===== src/rtl/alu_div_iter_pkg.sv =====
// Shared constants for the iterative divider: datapath width, FSM encodings and W-op helpers.
// Optional build macro ALU_DIV_W_SHORT_EN is consumed by alu_div_iter.
package alu_div_iter_pkg;

    localparam int unsigned XLEN       = 64;
    localparam int unsigned DIV_ITER_W = 7;

    localparam logic [1:0] DIV_ST_IDLE = 2'd0;
    localparam logic [1:0] DIV_ST_CALC = 2'd1;
    localparam logic [1:0] DIV_ST_FIX  = 2'd2;
    localparam logic [1:0] DIV_ST_DONE = 2'd3;

    localparam logic [XLEN-1:0] MIN_X = {1'b1, {(XLEN-1){1'b0}}};
    localparam logic [XLEN-1:0] MIN_W = {{(XLEN-32){1'b1}}, 1'b1, {31{1'b0}}};

    function automatic logic [XLEN-1:0] sext_w(input logic [XLEN-1:0] x);
        return {{(XLEN-32){x[31]}}, x[31:0]};
    endfunction

    // W ops see only bits [31:0], extended according to signedness.
    function automatic logic [XLEN-1:0] narrow(input logic [XLEN-1:0] x,
                                               input logic is_w,
                                               input logic is_signed);
        if (!is_w)
            return x;
        return is_signed ? sext_w(x) : {{(XLEN-32){1'b0}}, x[31:0]};
    endfunction

endpackage


===== src/rtl/alu_div_iter_if.sv =====
// Execute-stage divide request/response bundle; master = execute, slave = divider.
interface alu_div_iter_if import alu_div_iter_pkg::*; ();

    logic            flush_i;
    logic            req_valid_i;
    logic            req_ready_o;
    logic            is_signed_i;
    logic            is_w_i;
    logic            is_rem_i;
    logic [XLEN-1:0] dividend_i;
    logic [XLEN-1:0] divisor_i;
    logic            rsp_valid_o;
    logic            rsp_ready_i;
    logic [XLEN-1:0] rsp_data_o;

    modport master (
        output flush_i, req_valid_i, is_signed_i, is_w_i, is_rem_i,
               dividend_i, divisor_i, rsp_ready_i,
        input  req_ready_o, rsp_valid_o, rsp_data_o
    );

    modport slave (
        input  flush_i, req_valid_i, is_signed_i, is_w_i, is_rem_i,
               dividend_i, divisor_i, rsp_ready_i,
        output req_ready_o, rsp_valid_o, rsp_data_o
    );

endinterface


===== src/rtl/alu_div_step.sv =====
// One radix-2 restoring division step on unsigned magnitudes.
module alu_div_step import alu_div_iter_pkg::*; (
    input  logic [XLEN-1:0] rem,
    input  logic [XLEN-1:0] quot,
    input  logic [XLEN-1:0] divisor,
    output logic [XLEN-1:0] rem_nx,
    output logic [XLEN-1:0] quot_nx
);

    logic [XLEN:0] rem_sh;
    logic [XLEN:0] trial;

    // rem < divisor always holds, so bit XLEN of the trial difference is a clean borrow.
    always_comb begin
        rem_sh = {rem, quot[XLEN-1]};
        trial  = rem_sh - {1'b0, divisor};
        if (trial[XLEN]) begin
            rem_nx  = rem_sh[XLEN-1:0];
            quot_nx = {quot[XLEN-2:0], 1'b0};
        end else begin
            rem_nx  = trial[XLEN-1:0];
            quot_nx = {quot[XLEN-2:0], 1'b1};
        end
    end

endmodule


===== src/rtl/alu_div_iter.sv =====
// Multi-cycle restoring divider (RISC-V M DIV/REM and W forms) answering execute-stage requests.
// Build macro ALU_DIV_W_SHORT_EN: W ops iterate 32 times instead of XLEN.
module alu_div_iter import alu_div_iter_pkg::*; (
    input logic           clk,
    input logic           rst,
    alu_div_iter_if.slave bus
);

    logic [1:0]            state;
    logic [DIV_ITER_W-1:0] count;
    logic [XLEN-1:0]       rem_q, quot_q, divisor_q, rsp_data_q;
    logic                  is_rem_q, is_w_q, neg_q_q, neg_r_q;

    logic [XLEN-1:0]       a_n, b_n, a_mag, b_mag, quot_init, special_res;
    logic [XLEN-1:0]       rem_nx, quot_nx, q_s, r_s, sel_res, fix_res;
    logic [DIV_ITER_W-1:0] cnt_init;
    logic                  a_neg, b_neg, div_zero, ovf;

    always_comb begin
        a_n      = narrow(bus.dividend_i, bus.is_w_i, bus.is_signed_i);
        b_n      = narrow(bus.divisor_i, bus.is_w_i, bus.is_signed_i);
        a_neg    = bus.is_signed_i & a_n[XLEN-1];
        b_neg    = bus.is_signed_i & b_n[XLEN-1];
        a_mag    = a_neg ? (~a_n + 1'b1) : a_n;
        b_mag    = b_neg ? (~b_n + 1'b1) : b_n;
        div_zero = (b_n == '0);
        ovf      = bus.is_signed_i & (b_n == '1) &
                   (a_n == (bus.is_w_i ? MIN_W : MIN_X));
        if (div_zero)
            special_res = bus.is_rem_i ? a_n : '1;
        else
            special_res = bus.is_rem_i ? '0 : a_n;
        if (bus.is_w_i)
            special_res = sext_w(special_res);
`ifdef ALU_DIV_W_SHORT_EN
        // W magnitudes fit in 32 bits: pre-shift so only 32 steps are needed.
        quot_init = bus.is_w_i ? (a_mag << 32) : a_mag;
        cnt_init  = bus.is_w_i ? DIV_ITER_W'(31) : DIV_ITER_W'(XLEN-1);
`else
        quot_init = a_mag;
        cnt_init  = DIV_ITER_W'(XLEN-1);
`endif
    end

    alu_div_step u_step (
        .rem     (rem_q),
        .quot    (quot_q),
        .divisor (divisor_q),
        .rem_nx  (rem_nx),
        .quot_nx (quot_nx)
    );

    always_comb begin
        q_s     = neg_q_q ? (~quot_q + 1'b1) : quot_q;
        r_s     = neg_r_q ? (~rem_q + 1'b1) : rem_q;
        sel_res = is_rem_q ? r_s : q_s;
        fix_res = is_w_q ? sext_w(sel_res) : sel_res;
    end

    always_ff @(posedge clk or posedge rst) begin
        if (rst) begin
            state      <= DIV_ST_IDLE;
            count      <= '0;
            rem_q      <= '0;
            quot_q     <= '0;
            divisor_q  <= '0;
            rsp_data_q <= '0;
            is_rem_q   <= 1'b0;
            is_w_q     <= 1'b0;
            neg_q_q    <= 1'b0;
            neg_r_q    <= 1'b0;
        end else if (bus.flush_i) begin
            state <= DIV_ST_IDLE;
        end else begin
            case (state)
                DIV_ST_IDLE: if (bus.req_valid_i) begin
                    is_rem_q <= bus.is_rem_i;
                    is_w_q   <= bus.is_w_i;
                    neg_q_q  <= a_neg ^ b_neg;
                    neg_r_q  <= a_neg;
                    if (div_zero || ovf) begin
                        rsp_data_q <= special_res;
                        state      <= DIV_ST_DONE;
                    end else begin
                        rem_q     <= '0;
                        quot_q    <= quot_init;
                        divisor_q <= b_mag;
                        count     <= cnt_init;
                        state     <= DIV_ST_CALC;
                    end
                end
                DIV_ST_CALC: begin
                    rem_q  <= rem_nx;
                    quot_q <= quot_nx;
                    if (count == '0)
                        state <= DIV_ST_FIX;
                    else
                        count <= count - 1'b1;
                end
                DIV_ST_FIX: begin
                    rsp_data_q <= fix_res;
                    state      <= DIV_ST_DONE;
                end
                DIV_ST_DONE: if (bus.rsp_ready_i) state <= DIV_ST_IDLE;
                default: state <= DIV_ST_IDLE;
            endcase
        end
    end

    assign bus.req_ready_o = (state == DIV_ST_IDLE);
    assign bus.rsp_valid_o = (state == DIV_ST_DONE);
    assign bus.rsp_data_o  = rsp_data_q;

endmodule


===== src/flat_wrapper.sv =====
// flat-port wrapper written by rule: the top's interface ports become plain ports
module alu_div_iter_flat import alu_div_iter_pkg::*;
  (clk, rst, bus_flush_i, bus_req_valid_i, bus_is_signed_i, bus_is_w_i, bus_is_rem_i, bus_dividend_i, bus_divisor_i, bus_rsp_ready_i, bus_req_ready_o, bus_rsp_valid_o, bus_rsp_data_o);
  alu_div_iter_if bus_i ();
  input logic clk;
  input logic rst;
  input wire logic [$bits(bus_i.flush_i)-1:0] bus_flush_i;
  input wire logic [$bits(bus_i.req_valid_i)-1:0] bus_req_valid_i;
  input wire logic [$bits(bus_i.is_signed_i)-1:0] bus_is_signed_i;
  input wire logic [$bits(bus_i.is_w_i)-1:0] bus_is_w_i;
  input wire logic [$bits(bus_i.is_rem_i)-1:0] bus_is_rem_i;
  input wire logic [$bits(bus_i.dividend_i)-1:0] bus_dividend_i;
  input wire logic [$bits(bus_i.divisor_i)-1:0] bus_divisor_i;
  input wire logic [$bits(bus_i.rsp_ready_i)-1:0] bus_rsp_ready_i;
  output wire logic [$bits(bus_i.req_ready_o)-1:0] bus_req_ready_o;
  output wire logic [$bits(bus_i.rsp_valid_o)-1:0] bus_rsp_valid_o;
  output wire logic [$bits(bus_i.rsp_data_o)-1:0] bus_rsp_data_o;
  assign bus_i.flush_i = bus_flush_i;
  assign bus_i.req_valid_i = bus_req_valid_i;
  assign bus_i.is_signed_i = bus_is_signed_i;
  assign bus_i.is_w_i = bus_is_w_i;
  assign bus_i.is_rem_i = bus_is_rem_i;
  assign bus_i.dividend_i = bus_dividend_i;
  assign bus_i.divisor_i = bus_divisor_i;
  assign bus_i.rsp_ready_i = bus_rsp_ready_i;
  assign bus_req_ready_o = bus_i.req_ready_o;
  assign bus_rsp_valid_o = bus_i.rsp_valid_o;
  assign bus_rsp_data_o = bus_i.rsp_data_o;
  alu_div_iter u_core (.clk(clk), .rst(rst), .bus(bus_i));
endmodule

===== config.mk =====
export PLATFORM = sky130hd
export DESIGN_NAME = alu_div_iter_flat
export DESIGN_NICKNAME = d
export VERILOG_FILES = /design/src/rtl/alu_div_iter_pkg.sv /design/src/rtl/alu_div_iter_if.sv /design/src/rtl/alu_div_step.sv /design/src/rtl/alu_div_iter.sv /design/src/flat_wrapper.sv
export SDC_FILE = /design/constraint.sdc
export NUM_CORES = 1
export LEC_CHECK = 0
export ABC_AREA = 1
export BUFFER_PORTS_ARGS = -buffer_cell sky130_fd_sc_hd__buf_2
export CORE_MARGIN = 2
export CORE_UTILIZATION = 30
export CTS_CLUSTER_SIZE = 30
export DETAILED_ROUTE_END_ITERATION = 10
export GPL_TIMING_DRIVEN = 0
export PLACE_DENSITY = 0.54
export SETUP_SLACK_MARGIN = 0.2
export SLEW_MARGIN = 20
export SYNTH_ARGS = -nofsm -noshare
export SYNTH_HDL_FRONTEND = slang
export SYNTH_SLANG_ARGS = --single-unit

===== constraint.sdc =====
create_clock -name clk -period 9.8 [get_ports clk]
set_clock_uncertainty 0.2 [all_clocks]
set_input_delay 1.47 -clock clk [delete_from_list [all_inputs] [get_ports clk]]
set_output_delay 1.47 -clock clk [all_outputs]
set_load 0.05 [all_outputs]

==> flow_summary_export.csv <==
group,metric,value,unit
run_status,status,"completed",
power,p_per_area,253,nW/um^2
final_layout,fillers,11300,
detailed_routing,drtAntennaViolNets,0,
floorplanning,fp-row-count,113,
detailed_routing,drt_pre_antenna_iters,7,
final_layout,mostFrequentLayoutCell,"nand2_1",
final_layout,layout_common_cells,"nand2_1 (2124), inv_1 (646), nor2_1 (553)",
setup_path,r2r-start,"u_core.quot_q[63]",
grt,grt_pass1_vias,32600,
setup_path,crit_path_max_incr_delay,690,ps
timing,maxSlewHeadroom,17.0,%
final_layout,n_antenna_cell,0,
grt,grt_max_degree,103,
placement,place_hpwl,128000,um
setup_path,crit_required,9990,ps
grt,antenna_found_initial,6,
detailed_routing,drt-wirelength-per-cell,22.3,um
hold_path,min_delay_worst_endpoint,"u_core.bus.rsp_data_o[5]",
detailed_routing,drc,0,
setup_path,r2r_setup_slack,5990,ps
setup_path,worst-path-buf-inv,4,
hold_path,hold_start,"u_core.bus.rsp_data_o[5]",
detailed_routing,num_vias,34900,
synth,synth_top_flop_cell,"dfrtp_1",
placement,io_buffers,199,
placement,dpl_worst_slack,4160,ps
setup_path,worstSetupStartpointType,"primary input",
clock_network,clkTransAtPathRegs,60,ps
floorplanning,die-area,98500,sq um
synth,yosys-top-cells-area,"nand2_1 (28%), dfrtp_1 (23%), nand3_1 (8.5%)",
final_layout,drive_gt1_share,6.56,%
clock_network,htree_levels,2,
floorplanning,io_pins,202,
synth,synth.top_cell.area_share,27.7,%
timing,worst_slack,4540,ps
synth,syn_area,28800,sq um
synth,synth_edf_count,0,
synth,ys_types,44,
final_layout,multi_input_area,18800,sq um
floorplanning,die_x,314,um
setup_path,worst_path_max_delay_cell,"nand4_1",
setup_path,crit_type,"in -> reg",
timing,worst_pin_slew,1240,ps
final_layout,regArea,6730,sq um
clock_network,clk_latency,600,ps
synth,async_flop_share,100,%
clock_network,cts_num_sinks,269,
grt,track_usage,30.0,%
detailed_routing,viasPerCell,5.15,
placement,gp_congestion,0.988,
synth,synth_top_area_cell,"nand2_1",
synth,avgSynthCellArea,5.48,sq um
synth,synthesis.nets,5465,
synth,yosys_warnings,0,
detailed_routing,drtIter0Drc,3703,
clock_network,hold_buffers,0,
clock_network,cts_tree,"yes",
final_layout,fin_area,32700,sq um
power,cellLeakagePower,18.3,nW
setup_path,r2r-end,"u_core.rem_q[4]",
clock_network,cts_buffers,36,
grt,grt_overflow_total,0,
synth,synth_cells,5253,
clock_network,cts_setup_buffers,0,
floorplanning,die_height,314,um
timing,final-setup-viol-count,0,
clock_network,cts-resized-gates,0,
timing,max_freq,0.190,GHz
floorplanning,start_util,30.3,%
grt,grt_pass1_wl,218000,um
clock_network,cts_root_buf,"clkbuf_16",
setup_path,critPathTopFamily,"simple AND/OR/NAND/NOR gates",
timing,post-route-min-period,5260,ps
timing,drv_slew,0,
synth,synth-seq-cells,269,
setup_path,cp_data_arrival_time,5450,ps
floorplanning,core_area,95000,sq um
timing,rsz0062_at_grt,"false",
setup_path,cp-startpoint,"bus_dividend_i[0]",
timing,hold_viol_final,0,
final_layout,post-route-util,34.4,%
flow_run,cap_violations,0,
hold_path,hold_depth,2,
detailed_routing,routed_wl,152000,um
setup_path,path_max_fanout,10,
hold_path,min_path_type,"reg -> reg",
final_layout,area_delta_synth_final,13.5,%
power,peakVddDrop,0.256,mV
setup_path,cp_cell_sequence,"buf_2 > inv_1 > ha_1 > nand3_1 > nor2_1 > nand4_1 > nor2_1 > nand2_1 > nand2_1 > nor2_1 > buf_2 > buf_2 > nand2_1 > o21ai_0",
final_layout,fin_nets,5705,
setup_path,end_kind,"flip-flop",
setup_path,r2r_cells,21,
timing,period_share,53.7,%
placement,place_area,31400,sq um
synth,synth_seq_area_share,23.4,%
clock_network,cts.path.max_buffers,3,
[power by group]
| part | leakage, nW | internal (mW) | total, mW | switching [mW] |
|---|---|---|---|---|
| registers | 3.50 | 1.50 | 1.89 | 0.391 |
| clock network | 0.594 | 0.869 | 1.44 | 0.571 |
| logic | 14.2 | 1.22 | 4.93 | 3.72 |
| total | 18.3 | 3.59 | 8.27 | 4.68 |
[state kept, by name, indices dropped and copies added (netlist names)]
| signal | cells |
|---|---|
| u_core.state | 2 |
| u_core.quot_q | 64 |
| u_core.divisor_q | 64 |
| u_core.neg_r_q | 1 |
| u_core.bus.rsp_data_o | 64 |
| u_core.count | 7 |
| u_core.is_w_q | 1 |
| u_core.is_rem_q | 1 |
| u_core.rem_q | 64 |
| u_core.neg_q_q | 1 |
[worst register-to-register path: cells and delay by family, from the launching register on]
kind,cells,cell delay (ps)
and+or+nand+nor,15,1550
buffers and inverters,4,870
DFF,1,370
adders and majority gates,2,680
[through the flow]
stage	instances	total power, mW	TNS, ps	hold WS [ps]
final	6784	8.27	0	273
after global routing	6784	8.78	0	307
after CTS	6783	8.17	0	278
after detailed placement	6719	6.70	0	261
after global placement	6717	6.69	-839940	257
after floorplan	5253	4.85	0	249
[synthesized netlist by cell type (2+ instances only)]
cell type	n
nor3_1	43
inv_2	13
nand4_1	65
o21ai_2	2
ha_1	75
buf_2	51
nor2_1	553
xor2_1	79
o21bai_1	9
or2_2	7
nand3_1	491
o21ai_1	45
nor2_2	3
o21ai_0	360
buf_6	6
nand3b_1	22
buf_4	14
a21oi_1	148
o22ai_1	8
xnor2_1	41
a22oi_1	7
a21boi_0	2
dfrtp_1	269
clkinv_1	3
o211ai_1	20
buf_1	12
o31ai_1	8
and2_1	5
clkbuf_1	95
nor4_1	3
inv_1	647
a31oi_1	3
nand2_1	2124
nand2_2	3
and3_1	8
[metal layers]
metal,share of wire [%],track usage (%)
met4,3.0,8.73
met5,0.0073,0
met3,7.1,3.62
met1,46,43.0
met2,43,46.9
[logic make-up after synthesis]
kind of cell             after synthesis  synth area share (%)
adder cells (fa/ha/maj)               76                  3.33
flip-flops                           269                  23.4
AND/OR/NAND/NOR                     3331                  46.9
buffers and inverters                841                  11.5
AO/OA/AOI/OAI                        616                  11.2
XOR/XNOR                             120                  3.65
[area by class of cell]
class | count | share of cell area [%]
repair buffers | 202 | 3.25
inverters | 663 | 7.63
well taps | 1265 | 4.84
flip-flops and latches | 269 | 20.6
multi-input cells | 4143 | 57.3
plain buffers | 178 | 2.54
clock inverters | 17 | 0.815
clock buffers | 47 | 3.00
[worst max path at each step]
stage | endpoint | cells past startpoint
after detailed placement | u_core.divisor_q[5] | 14
after CTS | u_core.divisor_q[5] | 14
after floorplan | u_core.bus.rsp_data_o[0] | 1
final | u_core.divisor_q[10] | 14
after global placement | u_core.bus.rsp_data_o[53] | 2
after global routing | u_core.divisor_q[5] | 14
Power figures use the tool's default switching activity.
